<file path="config.mk">
export PLATFORM = sky130hd
export DESIGN_NAME = rx_uart
export DESIGN_NICKNAME = d
export VERILOG_FILES = /design/src/rtl/rx_uart_pkg.sv /design/src/rtl/rx_uart_sync.sv /design/src/rtl/rx_uart.sv
export SDC_FILE = /design/constraint.sdc
export NUM_CORES = 1
export LEC_CHECK = 0
export CORE_ASPECT_RATIO = 0.8
export CORE_UTILIZATION = 36
export CTS_BUF_LIST = sky130_fd_sc_hd__clkbuf_4
export DETAILED_ROUTE_END_ITERATION = 6
export PLACE_DENSITY_LB_ADDON = 0.25
export SETUP_SLACK_MARGIN = 0.02
export SYNTH_ARGS = -nofsm -noshare
export SYNTH_HDL_FRONTEND = slang
export SYNTH_SLANG_ARGS = --single-unit
</file>
<file path="constraint.sdc">
create_clock -name clk -period 1.94 [get_ports clk]
set_input_delay 0.291 -clock clk [delete_from_list [all_inputs] [get_ports clk]]
set_output_delay 0.291 -clock clk [all_outputs]
set_load 0.01 [all_outputs]
</file>
<file path="src/rtl/rx_uart_pkg.sv">
// rtl/rx_uart_pkg.sv - shared UART constants and state encodings for the rx and tx ends
package rx_uart_pkg;
  localparam int OVERSAMPLE  = 16;
  localparam int MID_TICK    = OVERSAMPLE / 2 - 1;
  localparam int DBIT_DEF    = 8;
  localparam int SB_TICK_DEF = 16;

  typedef enum logic [2:0] {
    s_idle   = 3'd0,
    s_start  = 3'd1,
    s_data   = 3'd2,
    s_parity = 3'd3,
    s_stop   = 3'd4,
    s_break  = 3'd5
  } rx_state_t;

  typedef enum logic [1:0] {
    tx_idle  = 2'd0,
    tx_start = 2'd1,
    tx_data  = 2'd2,
    tx_stop  = 2'd3
  } tx_state_t;
endpackage

</file>
<file path="src/rtl/rx_uart_sync.sv">
// rtl/rx_uart_sync.sv - 2-flop synchronizer for an asynchronous input, both flops reset to 1
module rx_uart_sync (
  input  logic clk,
  input  logic reset,
  input  logic d,
  output logic q
);
  logic meta;

  always_ff @(posedge clk or posedge reset) begin
    if (reset) begin
      meta <= 1'b1;
      q    <= 1'b1;
    end else begin
      meta <= d;
      q    <= meta;
    end
  end
endmodule

</file>
<file path="src/rtl/rx_uart.sv">
// rtl/rx_uart.sv - 16x-oversampled UART receiver; RX_UART_PARITY_EN adds a parity bit before stop
module rx_uart
  import rx_uart_pkg::*;
#(
  parameter int DBIT    = DBIT_DEF,
  parameter int SB_TICK = SB_TICK_DEF
) (
  input  logic       clk,
  input  logic       reset,
  input  logic       iRX,
  input  logic       iBaud_tick,
`ifdef RX_UART_PARITY_EN
  input  logic       iParity_odd,
`endif
  output logic [7:0] oData,
  output logic       oDone_tick,
  output logic       oErr
);
  localparam int ALIGN = 8 - DBIT;

  rx_state_t   state, state_n;
  logic [4:0]  tick_cnt, tick_n;
  logic [2:0]  bit_cnt, bit_n;
  logic [7:0]  shreg, shreg_n;
  logic [7:0]  data_n, frame_data;
  logic        done_n, err_n;
  logic        rx_s;
`ifdef RX_UART_PARITY_EN
  logic        par_bit, par_n;
`endif

  rx_uart_sync u_sync (
    .clk   (clk),
    .reset (reset),
    .d     (iRX),
    .q     (rx_s)
  );

  // Data arrives LSB first into the MSB, so short frames sit high and are realigned down
  assign frame_data = shreg >> ALIGN;

  always_ff @(posedge clk or posedge reset) begin
    if (reset) begin
      state      <= s_idle;
      tick_cnt   <= '0;
      bit_cnt    <= '0;
      shreg      <= '0;
      oData      <= '0;
      oDone_tick <= 1'b0;
      oErr       <= 1'b0;
`ifdef RX_UART_PARITY_EN
      par_bit    <= 1'b0;
`endif
    end else begin
      state      <= state_n;
      tick_cnt   <= tick_n;
      bit_cnt    <= bit_n;
      shreg      <= shreg_n;
      oData      <= data_n;
      oDone_tick <= done_n;
      oErr       <= err_n;
`ifdef RX_UART_PARITY_EN
      par_bit    <= par_n;
`endif
    end
  end

  always_comb begin
    state_n = state;
    tick_n  = tick_cnt;
    bit_n   = bit_cnt;
    shreg_n = shreg;
    data_n  = oData;
    done_n  = 1'b0;
    err_n   = 1'b0;
`ifdef RX_UART_PARITY_EN
    par_n   = par_bit;
`endif
    case (state)
      s_idle: begin
        if (!rx_s) begin
          state_n = s_start;
          tick_n  = '0;
        end
      end
      s_start: begin
        if (iBaud_tick) begin
          if (tick_cnt == 5'(MID_TICK)) begin
            if (!rx_s) begin
              state_n = s_data;
              tick_n  = '0;
              bit_n   = '0;
            end else begin
              state_n = s_idle;
            end
          end else begin
            tick_n = tick_cnt + 5'd1;
          end
        end
      end
      s_data: begin
        if (iBaud_tick) begin
          if (tick_cnt == 5'(OVERSAMPLE - 1)) begin
            shreg_n = {rx_s, shreg[7:1]};
            tick_n  = '0;
            if (bit_cnt == 3'(DBIT - 1)) begin
`ifdef RX_UART_PARITY_EN
              state_n = s_parity;
`else
              state_n = s_stop;
`endif
            end else begin
              bit_n = bit_cnt + 3'd1;
            end
          end else begin
            tick_n = tick_cnt + 5'd1;
          end
        end
      end
`ifdef RX_UART_PARITY_EN
      s_parity: begin
        if (iBaud_tick) begin
          if (tick_cnt == 5'(OVERSAMPLE - 1)) begin
            par_n   = rx_s;
            tick_n  = '0;
            state_n = s_stop;
          end else begin
            tick_n = tick_cnt + 5'd1;
          end
        end
      end
`endif
      s_stop: begin
        if (iBaud_tick) begin
          if (tick_cnt == 5'(SB_TICK - 1)) begin
            if (!rx_s) begin
              err_n   = 1'b1;
              state_n = s_break;
`ifdef RX_UART_PARITY_EN
            end else if ((^frame_data ^ par_bit) != iParity_odd) begin
              err_n   = 1'b1;
              state_n = s_idle;
`endif
            end else begin
              data_n  = frame_data;
              done_n  = 1'b1;
              state_n = s_idle;
            end
          end else begin
            tick_n = tick_cnt + 5'd1;
          end
        end
      end
      s_break: begin
        // A held-low line must go high before the next start bit can be seen
        if (rx_s) state_n = s_idle;
      end
      default: state_n = s_idle;
    endcase
  end
endmodule
</file>
==> metrics <==
Max Cap Violations 0; met2 wire len around 1300 µm; vias in the first global route 1064; CTS tree yes; drt pass-1 iters 4; Slowest Stage Delay on Critical Path roughly 400 ps; critical path's slowest cell dfrtp_1; Synth Register Bits 31; FF-to-FF setup slack 1 ps; synth warn 0; switching pwr between 0.5 and 0.6 mW; crit path launch type register; Worst Setup SP tick_cnt[0]; Post-Route WL 3000 µm; Core Area between 3000 and 4000 µm²; Final WS setup about 1.3 ps; # fillers 355; Post-Synth Adder-Cell Area 5.00%; Worst EP required 2150 ps; fin. max-slew vios 0; Post-Synth XOR/XNOR Area 0.583%; RSZ-0062 raised after global routing true; initial antenna violation count 0; Remaining DRCs 0; commonest non-fill, non-tap cell in the layout dfrtp_1; DPL Wire Length between 2000 and 2500 µm; routed len/inst around 14 µm; Cells after DPL approximately 210; WL met1 around 1500 µm; Slew HR roughly 74%; critical path peak fanout 4; WP data arrival ~2200 ps; pwr dens 873 nW/µm²; Compound-Gate Fraction of Synth Area 12.0%; Post-Syn Nets around 140; Power Total around 1.7 mW; Final Cycle Share ~100%; CTS clk-pin slew, worst paths ~110 ps; footprint of the multi-input gates around 720 µm²; main combinational cell family by area after synthesis simple AND/OR/NAND/NOR gates; Final min period slightly below 2000 ps; switching share of power roughly 30%; Netlist cell types 36; mux cell area share after synthesis about an eighth; # diodes 0; cts bufs inserted 5; finished layout cell area slightly below 2000 µm²; Clk pwr share between 30% and 40%; dpl cell area roughly 1800 µm²; cell depth of the worst setup path 9; Slew @ Worst Pin ~400 ps; sequential share of the synthesized area 51.8%; Hold Slack 330 ps; Yosys top cell area share between 40% and 50%; fin nets between 150 and 200; area leader, netlist dfrtp_1; largest net degree at the start of global routing 32; Leak 0.888 nW; syn avg cell area ~12 µm²; chip width 74.2 µm; met3 wire length around 160 µm; DIE HEIGHT 59.8 µm; CTS Sinks 31; Post-Syn Instances 128; die area between 4000 and 5000 µm²; Area contributors post-synth dfrtp_1, mux2_2, ha_1, dfstp_2, nand2_1; Total GRT Usage between 10% and 20%; Starting Density between 30% and 40%; Register Area a little under 800 µm²; Layout area overhead 29.5%; num ports 14; layout cells sized above 1 34.8%; Crit Reg-Reg Endpoint tick_cnt[0]; vias per inst about 5; Max clock buf depth 2; Initial DRC Count 98; FF-to-FF path depth 9; vias post-DR roughly 1.1k; CP cell instances ha_2 -> and3_4 -> ha_4 -> nand2b_4 -> a211oi_4 -> o22ai_1 -> buf_4 -> nand2_1 -> o21ai_1; Final Hold Vio Count 0; skew final 12.1 ps; Setup-failing EPs final 0; Root Buffer clkbuf_4; post-route ant nets 0; final std cells w/o fill 216; sequential share of power a little under half; Simple-Gate Fraction of Synth Area between 10 and 15%; Internal 1.19 mW; cell row count 20; synthesized area about 1500 µm²; Worst Path Buf+Inv 1; crit path kind register to register; pre-CTS setup slack -66.2 ps; Critical Path End Type register; Worst-Skew Late Latency ~330 ps; result of the run completed; CTS H-tree depth 2; reg2reg start tick_cnt[0]; grt total ovfl 0; min-delay worst type primary input to asynchronous set/reset pin; Placer Congestion around 0.89; top layer in use met4; first-pass GRT wire length between 5000 and 6000 µm; Top Family by Delay on Critical Path compound AO/OA/AOI/OAI gates; combinational power share 23.2%; Port-buffer cells 13; fmax 516 MHz; Max VDD drop 413 µV; most frequent cells in the layout dfrtp_1, mux2_2, buf_4, clkdlybuf4s50_1, nand2_1
## power groups by stage
stage	Clock, mW	Sequential (mW)	Combinational [mW]
CTS	0.522	0.791	0.391
floorplan	0	0.781	0.236
finish	0.511	0.794	0.393
global route	0.566	0.804	0.446
detailed placement	0	0.805	0.351
global placement	0	0.798	0.332
## cells in the mapped netlist
master     number
o32ai_1         1
a2111oi_0       1
nor2_1          8
and4bb_2        1
buf_4           1
a211o_1         1
nand3_1         1
dfstp_2         2
mux2_2         17
o2bb2ai_1       1
o22ai_2         1
nand2b_1        6
nand2b_4        1
ha_1            6
o32a_1          1
buf_2           2
dfrtp_1        29
and3_1          2
a2bb2oi_1       1
o21ai_0         6
clkbuf_2        1
nor3_2          2
nor4_4          1
a21oi_1         4
o21bai_1        1
o22ai_1         4
nor2_2          1
a41oi_1         1
and4b_1         1
o31ai_1         2
inv_1           7
nand2_1        10
and2b_1         1
a211oi_1        1
xnor2_1         1
nor4_1          1
## layout make-up
| class | count | area share, % |
|---|---|---|
| clock inverters | 3 | 2.25 |
| multi-input cells | 86 | 37.2 |
| flip-flops and latches | 31 | 40.0 |
| clock buffers | 5 | 1.93 |
| repair buffers | 29 | 13.7 |
| inverters | 7 | 1.35 |
| well taps | 55 | 3.54 |
## routing by layer
layer  vias to the layer above  global-route usage [%]
li1                        525                       -
met1                       524                    22.2
met2                        28                    21.9
met3                         2                    6.24
met4                         0                    4.85
met5                         -                       0
## logic make-up (layout without fill, tap and decap cells)
kind of cell    count (synthesis)  after routing
mux                            17             17
buf+inv                        11             44
compound gates                 26             26
flops                          31             31
simple gates                   36             36
xor+xnor                        1              1
fa+ha+maj                       6              6
## timing repair
action                     4_1_cts  5_1_grt
gates cloned                     0        0
hold buffers                     0        0
gates resized for setup          4        3
buffers inserted                 2        0
setup endpoints to repair       12       15
pin swaps                        3        3
## worst max path at each step
stage / to
detailed placement: tick_cnt[0]
CTS: tick_cnt[3]
global route: tick_cnt[0]
global placement: tick_cnt[3]
floorplan: tick_cnt[2]
finish: tick_cnt[0]
## worst reg2reg max path, cell delays in order, from the launching register on
cell and delay (ps):
dfrtp_1 400, ha_2 190, and3_4 200, ha_4 170
nand2b_4 140, a211oi_4 290, o22ai_1 140, buf_4 160
nand2_1 70, o21ai_1 70
## flip-flops by register name, summed over array words and instances, names as in the netlist
| name | cells |
|---|---|
| state | 3 |
| u_sync.q | 1 |
| tick_cnt | 5 |
| oData | 8 |
| oErr | 1 |
| bit_cnt | 3 |
| frame_data | 8 |
| oDone_tick | 1 |
| u_sync.meta | 1 |
## per-stage QoR
stage                     TNS, ps  utilization [%]
after floorplan                 0                -
after global placement          0             46.4
after detailed placement     -195             46.4
after CTS                       0             49.5
after global routing         -202             49.8
final                           0             49.8
No activity file was read; power rests on OpenSTA's default activity.
